File: config.mk
export PLATFORM = sky130hd
export DESIGN_NAME = module_rpeak_detector
export DESIGN_NICKNAME = d
export VERILOG_FILES = /design/src/rtl/module_rpeak_detector.sv
export SDC_FILE = /design/constraint.sdc
export NUM_CORES = 1
export LEC_CHECK = 0
export CAP_MARGIN = 15
export CORE_MARGIN = 3
export CORE_UTILIZATION = 50
export CTS_CLUSTER_DIAMETER = 100
export DETAILED_ROUTE_END_ITERATION = 7
export GPL_TIMING_DRIVEN = 0
export PLACE_DENSITY_LB_ADDON = 0.15
export SLEW_MARGIN = 20
export SYNTH_ARGS = -nofsm -noshare
export SYNTH_HDL_FRONTEND = slang
export SYNTH_SLANG_ARGS = --single-unit
File: constraint.sdc
create_clock -name qzt_clk -period 3.62 [get_ports qzt_clk]
set_input_delay 1.086 -clock qzt_clk [delete_from_list [all_inputs] [get_ports qzt_clk]]
set_output_delay 1.086 -clock qzt_clk [all_outputs]
set_load 0.1 [all_outputs]
File: src/rtl/module_rpeak_detector.sv
// R-peak detector: threshold-crossing peak tracker with over-width artifact rejection
// and a refractory mask. Reports peak amplitude and RR interval (in sample events) per beat.
module module_rpeak_detector #(
  parameter logic [15:0] REFRACT = 16'd50,
  parameter logic [15:0] MAXW    = 16'd40
) (
  input  logic        qzt_clk,
  input  logic        rst_n,
  input  logic        clk_in,
  input  logic [19:0] Vin,
  input  logic [19:0] threshold,
  output logic        beat,
  output logic        artifact,
  output logic [19:0] peak_amp,
  output logic [15:0] rr_interval,
  output logic        rr_valid
);

  typedef enum logic [1:0] {
    SEARCH     = 2'd0,
    PEAK       = 2'd1,
    REFRACTORY = 2'd2
  } state_t;

  state_t      state_r;
  logic        clk_in_old_r;
  logic        first_seen_r;
  logic [19:0] peak_reg_r;
  logic [15:0] w_r;
  logic [15:0] ref_cnt_r;
  logic [15:0] rr_cnt_r;
  logic        beat_r;
  logic        artifact_r;
  logic        rr_valid_r;
  logic [19:0] peak_amp_r;
  logic [15:0] rr_interval_r;

  logic        ev_s;
  logic        above_s;
  logic        vin_gt_pk_s;

  function automatic logic [15:0] sat_inc(input logic [15:0] v);
    if (v == 16'hFFFF) begin
      return 16'hFFFF;
    end else begin
      return v + 16'd1;
    end
  endfunction

  // Sample-event detection and signed comparisons against threshold and running peak
  always_comb begin
    ev_s        = clk_in & ~clk_in_old_r;
    above_s     = $signed(Vin) > $signed(threshold);
    vin_gt_pk_s = $signed(Vin) > $signed(peak_reg_r);
  end

  // Detector state machine; all outputs are registered and advance only on sample events
  always_ff @(posedge qzt_clk) begin
    if (!rst_n) begin
      state_r       <= SEARCH;
      clk_in_old_r  <= 1'b0;
      first_seen_r  <= 1'b0;
      peak_reg_r    <= 20'd0;
      w_r           <= 16'd0;
      ref_cnt_r     <= 16'd0;
      rr_cnt_r      <= 16'd0;
      beat_r        <= 1'b0;
      artifact_r    <= 1'b0;
      rr_valid_r    <= 1'b0;
      peak_amp_r    <= 20'd0;
      rr_interval_r <= 16'd0;
    end else begin
      clk_in_old_r <= clk_in;
      beat_r       <= 1'b0;
      artifact_r   <= 1'b0;
      rr_valid_r   <= 1'b0;
      if (ev_s) begin
        // Beat branch below overrides this with a clear
        rr_cnt_r <= sat_inc(rr_cnt_r);
        case (state_r)
          SEARCH: begin
            if (above_s) begin
              state_r    <= PEAK;
              peak_reg_r <= Vin;
              w_r        <= 16'd1;
            end
          end
          PEAK: begin
            if (above_s) begin
              if (vin_gt_pk_s) begin
                peak_reg_r <= Vin;
              end
              if (w_r == MAXW) begin
                artifact_r <= 1'b1;
                state_r    <= REFRACTORY;
                ref_cnt_r  <= REFRACT;
              end else begin
                w_r <= w_r + 16'd1;
              end
            end else begin
              beat_r     <= 1'b1;
              peak_amp_r <= peak_reg_r;
              if (first_seen_r) begin
                rr_interval_r <= sat_inc(rr_cnt_r);
                rr_valid_r    <= 1'b1;
              end
              first_seen_r <= 1'b1;
              rr_cnt_r     <= 16'd0;
              state_r      <= REFRACTORY;
              ref_cnt_r    <= REFRACT;
            end
          end
          REFRACTORY: begin
            // The event that sees ref_cnt==1 is consumed here; SEARCH looks at the next one
            if (ref_cnt_r == 16'd1) begin
              state_r <= SEARCH;
            end else begin
              ref_cnt_r <= ref_cnt_r - 16'd1;
            end
          end
          default: begin
            state_r <= SEARCH;
          end
        endcase
      end
    end
  end

  assign beat        = beat_r;
  assign artifact    = artifact_r;
  assign rr_valid    = rr_valid_r;
  assign peak_amp    = peak_amp_r;
  assign rr_interval = rr_interval_r;

endmodule

==> impl_metrics.yaml <==
status:
  status: "completed"
clock_tree:
  clk_path_buf_depth: 2
  clkSlewWorstSetupHoldPaths_ns: 0.08
  cts-htree-levels: 3
  numCtsBuffers: 9
  cts_tree: "yes"
  clk_latency_ns: 0.36
  cts_sinks: 111
  root_buffer: "clkbuf_16"
synth:
  synth_top_flop_cell: "dfxtp_1"
  synth_nets: 826
  synthArstFlopShare_pct: 0
  synthTopCellsByArea: "dfxtp_1 (36%), ha_1 (9.1%), mux2i_1 (7.3%)"
  synth.distinct_cells: 68
  netlist.area_leader.share_pct: 36.1
  synth_edf_count: 0
  synthTopCellsByCount: "dfxtp_1 (111), nand2_1 (91), nor2_1 (86)"
  yosysMostFrequentCell: "dfxtp_1"
  ys_seq_area_share_pct: 36.1
  ys_warn_count: 0
  netlist_instances: 738
  syn_area_um2: 6160
  yosys_register_bits: 111
  synth_area_leader_cell: "dfxtp_1"
  syn_area_per_cell_um2: 8.35
critical_path:
  timing.rr.start: "peak_reg_r[15]"
  r2r_setup_slack_ns: 0.85
  cp-start-kind: "input port"
  rr_endpoint: "peak_reg_r[6]"
  worstSetupPathType: "in2reg"
  worstPathArrival_ns: 3.86
  worst_setup_path_end_kind: "flip-flop"
  cp-endpoint: "peak_reg_r[6]"
  path_max_fanout: 5
  r2r_cells: 12
  required_ns: 3.90
  crit_path_start: "Vin[19]"
run:
  cap_violations: 0
final_layout:
  area_growth_pct: 23.5
  multi_input_area_um2: 3640
  seq_area_um2: 2220
  finalNonFillerCells: 984
  drive_gt1_share_pct: 8.32
  diodes: 0
  fillers: 1018
  fin_util_pct: 64.9
  nets: 925
global_route:
  grt_pass1_wl_um: 26300
  grt.total_usage_pct: 24.1
  antenna_found_initial: 0
  grt-ovfl-total: 0
  grt_max_degree: 19
  grt_pass1_vias: 5456
power:
  finalPower_w: 0.00267
  max-vdd-ir-drop_v: 0.000254
  power.leakage_nw: 2.87
  p_per_area_nw_per_um2: 351
floorplan:
  start_util_pct: 52.6
  die_h_um: 117
  pin_count: 82
  die_x_um: 117
  dieArea_um2: 13700
  core_um2: 11700
  std_cell_rows: 39
worst_hold_path:
  min_path_type: "reg2reg"
  hold_start: "rr_interval[15]"
  hold_depth: 2
sta:
  relSlewSlack_pct: 33.7
  hold_viol_final: 0
  rsz0062_at_grt: "yes"
  worst_pin_slew_ns: 0.992
  setup_viol: 0
  period_needed_ns: 3.58
  period_share_pct: 98.8
  drv_slew: 0
  finalClockSkew_ns: 0.00985
  max_freq_ghz: 0.280
placed_design:
  dp_hpwl_um: 11900
  routabilityCongestion: 0.883
  portBuffers: 80
  place_inst: 961
route:
  drc_errors: 0
  wl_um: 16200
  firstDrtPassIters: 4
  vias: 5708
  postRouteAntennaNets: 0
  routedWlPerCell_um: 16.4
  routed_via_density: 5.80
  drt_iter0_markers: 431
[worst max-delay path: stages]
cell and delay [ns]:
clkdlybuf4s50_1 0.47, ha_1 0.38, nand4_1 0.18, nor4_4 0.38, a211o_1 0.18, a31oi_1 0.07
o211ai_1 0.14, o31ai_1 0.11, a311oi_2 0.31, buf_4 0.19, buf_6 0.15, mux2i_2 0.21
[worst min path at each step]
stage	endpoint	slack [ns]
finish	rr_interval[15]	0.46
global route	rr_interval[15]	0.50
CTS	rr_interval[15]	0.46
detailed placement	rr_interval[15]	0.45
global placement	rr_interval[15]	0.45
floorplan	ref_cnt_r[15]	0.44
[placed cells by master (no fill, tap or decap), types with 12 or more instances in the layout]
master / instances
nand2_1: 91
a311oi_1: 16
o21ai_0: 30
and3_1: 12
a21oi_1: 35
nand3_1: 12
clkdlybuf4s50_1: 80
inv_1: 54
xnor2_1: 21
clkbuf_1: 24
mux2i_1: 44
nor2_1: 85
ha_1: 45
dfxtp_1: 111
[power breakdown]
group          leakage, nW  switching, W  internal [W]
logic                 1.84      0.000255      0.000179
registers            0.897     0.0000277       0.00125
clock network        0.133      0.000474      0.000490
[sequential cells by signal, summed over array words and instances (netlist names), 2 cells and up]
signal	count
peak_reg_r	20
state_r	2
peak_amp	20
rr_interval	16
w_r	16
ref_cnt_r	16
rr_cnt_r	16
[cell families (layout without fill, tap and decap cells)]
| kind of cell | Yosys count | count (layout) | synth area share, % |
|---|---|---|---|
| xor+xnor | 22 | 22 | 3.13 |
| mux | 45 | 45 | 7.31 |
| fa+ha+maj | 45 | 45 | 9.14 |
| compound gates | 158 | 158 | 18.2 |
| flops | 111 | 111 | 36.1 |
| buf+inv | 93 | 196 | 6.28 |
| simple gates | 264 | 264 | 19.8 |
[stage by stage]
step | area [um2] | hold slack (ns) | setup WS [ns] | TNS [ns]
3_5_place_dp | 7140 | 0.450 | -0.585 | -41.56
6_report | 7600 | 0.461 | 0.0429 | 0
3_3_place_gp | 7140 | 0.447 | -0.540 | -38.12
4_1_cts | 7460 | 0.463 | 0.00517 | 0
5_1_grt | 7600 | 0.496 | -0.0715 | -0.663
2_1_floorplan | 6160 | 0.442 | 0.326 | 0
[area by class of cell]
cell class / count / area share (%)
clock inverters: 5 / 0.576
well taps: 143 / 2.35
clock buffers: 10 / 3.14
inverters: 55 / 2.71
flip-flops and latches: 111 / 29.2
multi-input cells: 534 / 47.9
repair buffers: 91 / 11.6
plain buffers: 35 / 2.47
[timing repair]
action | in CTS | in global routing
hold buffers | 0 | 0
hold endpoints to repair | 0 | 0
gates resized for setup | 5 | 28
setup buffers | 3 | 6
pin swaps | 1 | 7
cloned | 0 | 2
setup endpoints to repair | 66 | 96
[routing by layer]
layer	vias to the layer above	global-route usage, %	part of all wire (%)
met5	-	0	0
met3	27	6.38	5.6
met4	0	8.26	2.0
li1	2813	-	-
met2	169	38.3	46
met1	2699	31.9	46
Note: power is estimated with default switching activity, not from simulation.
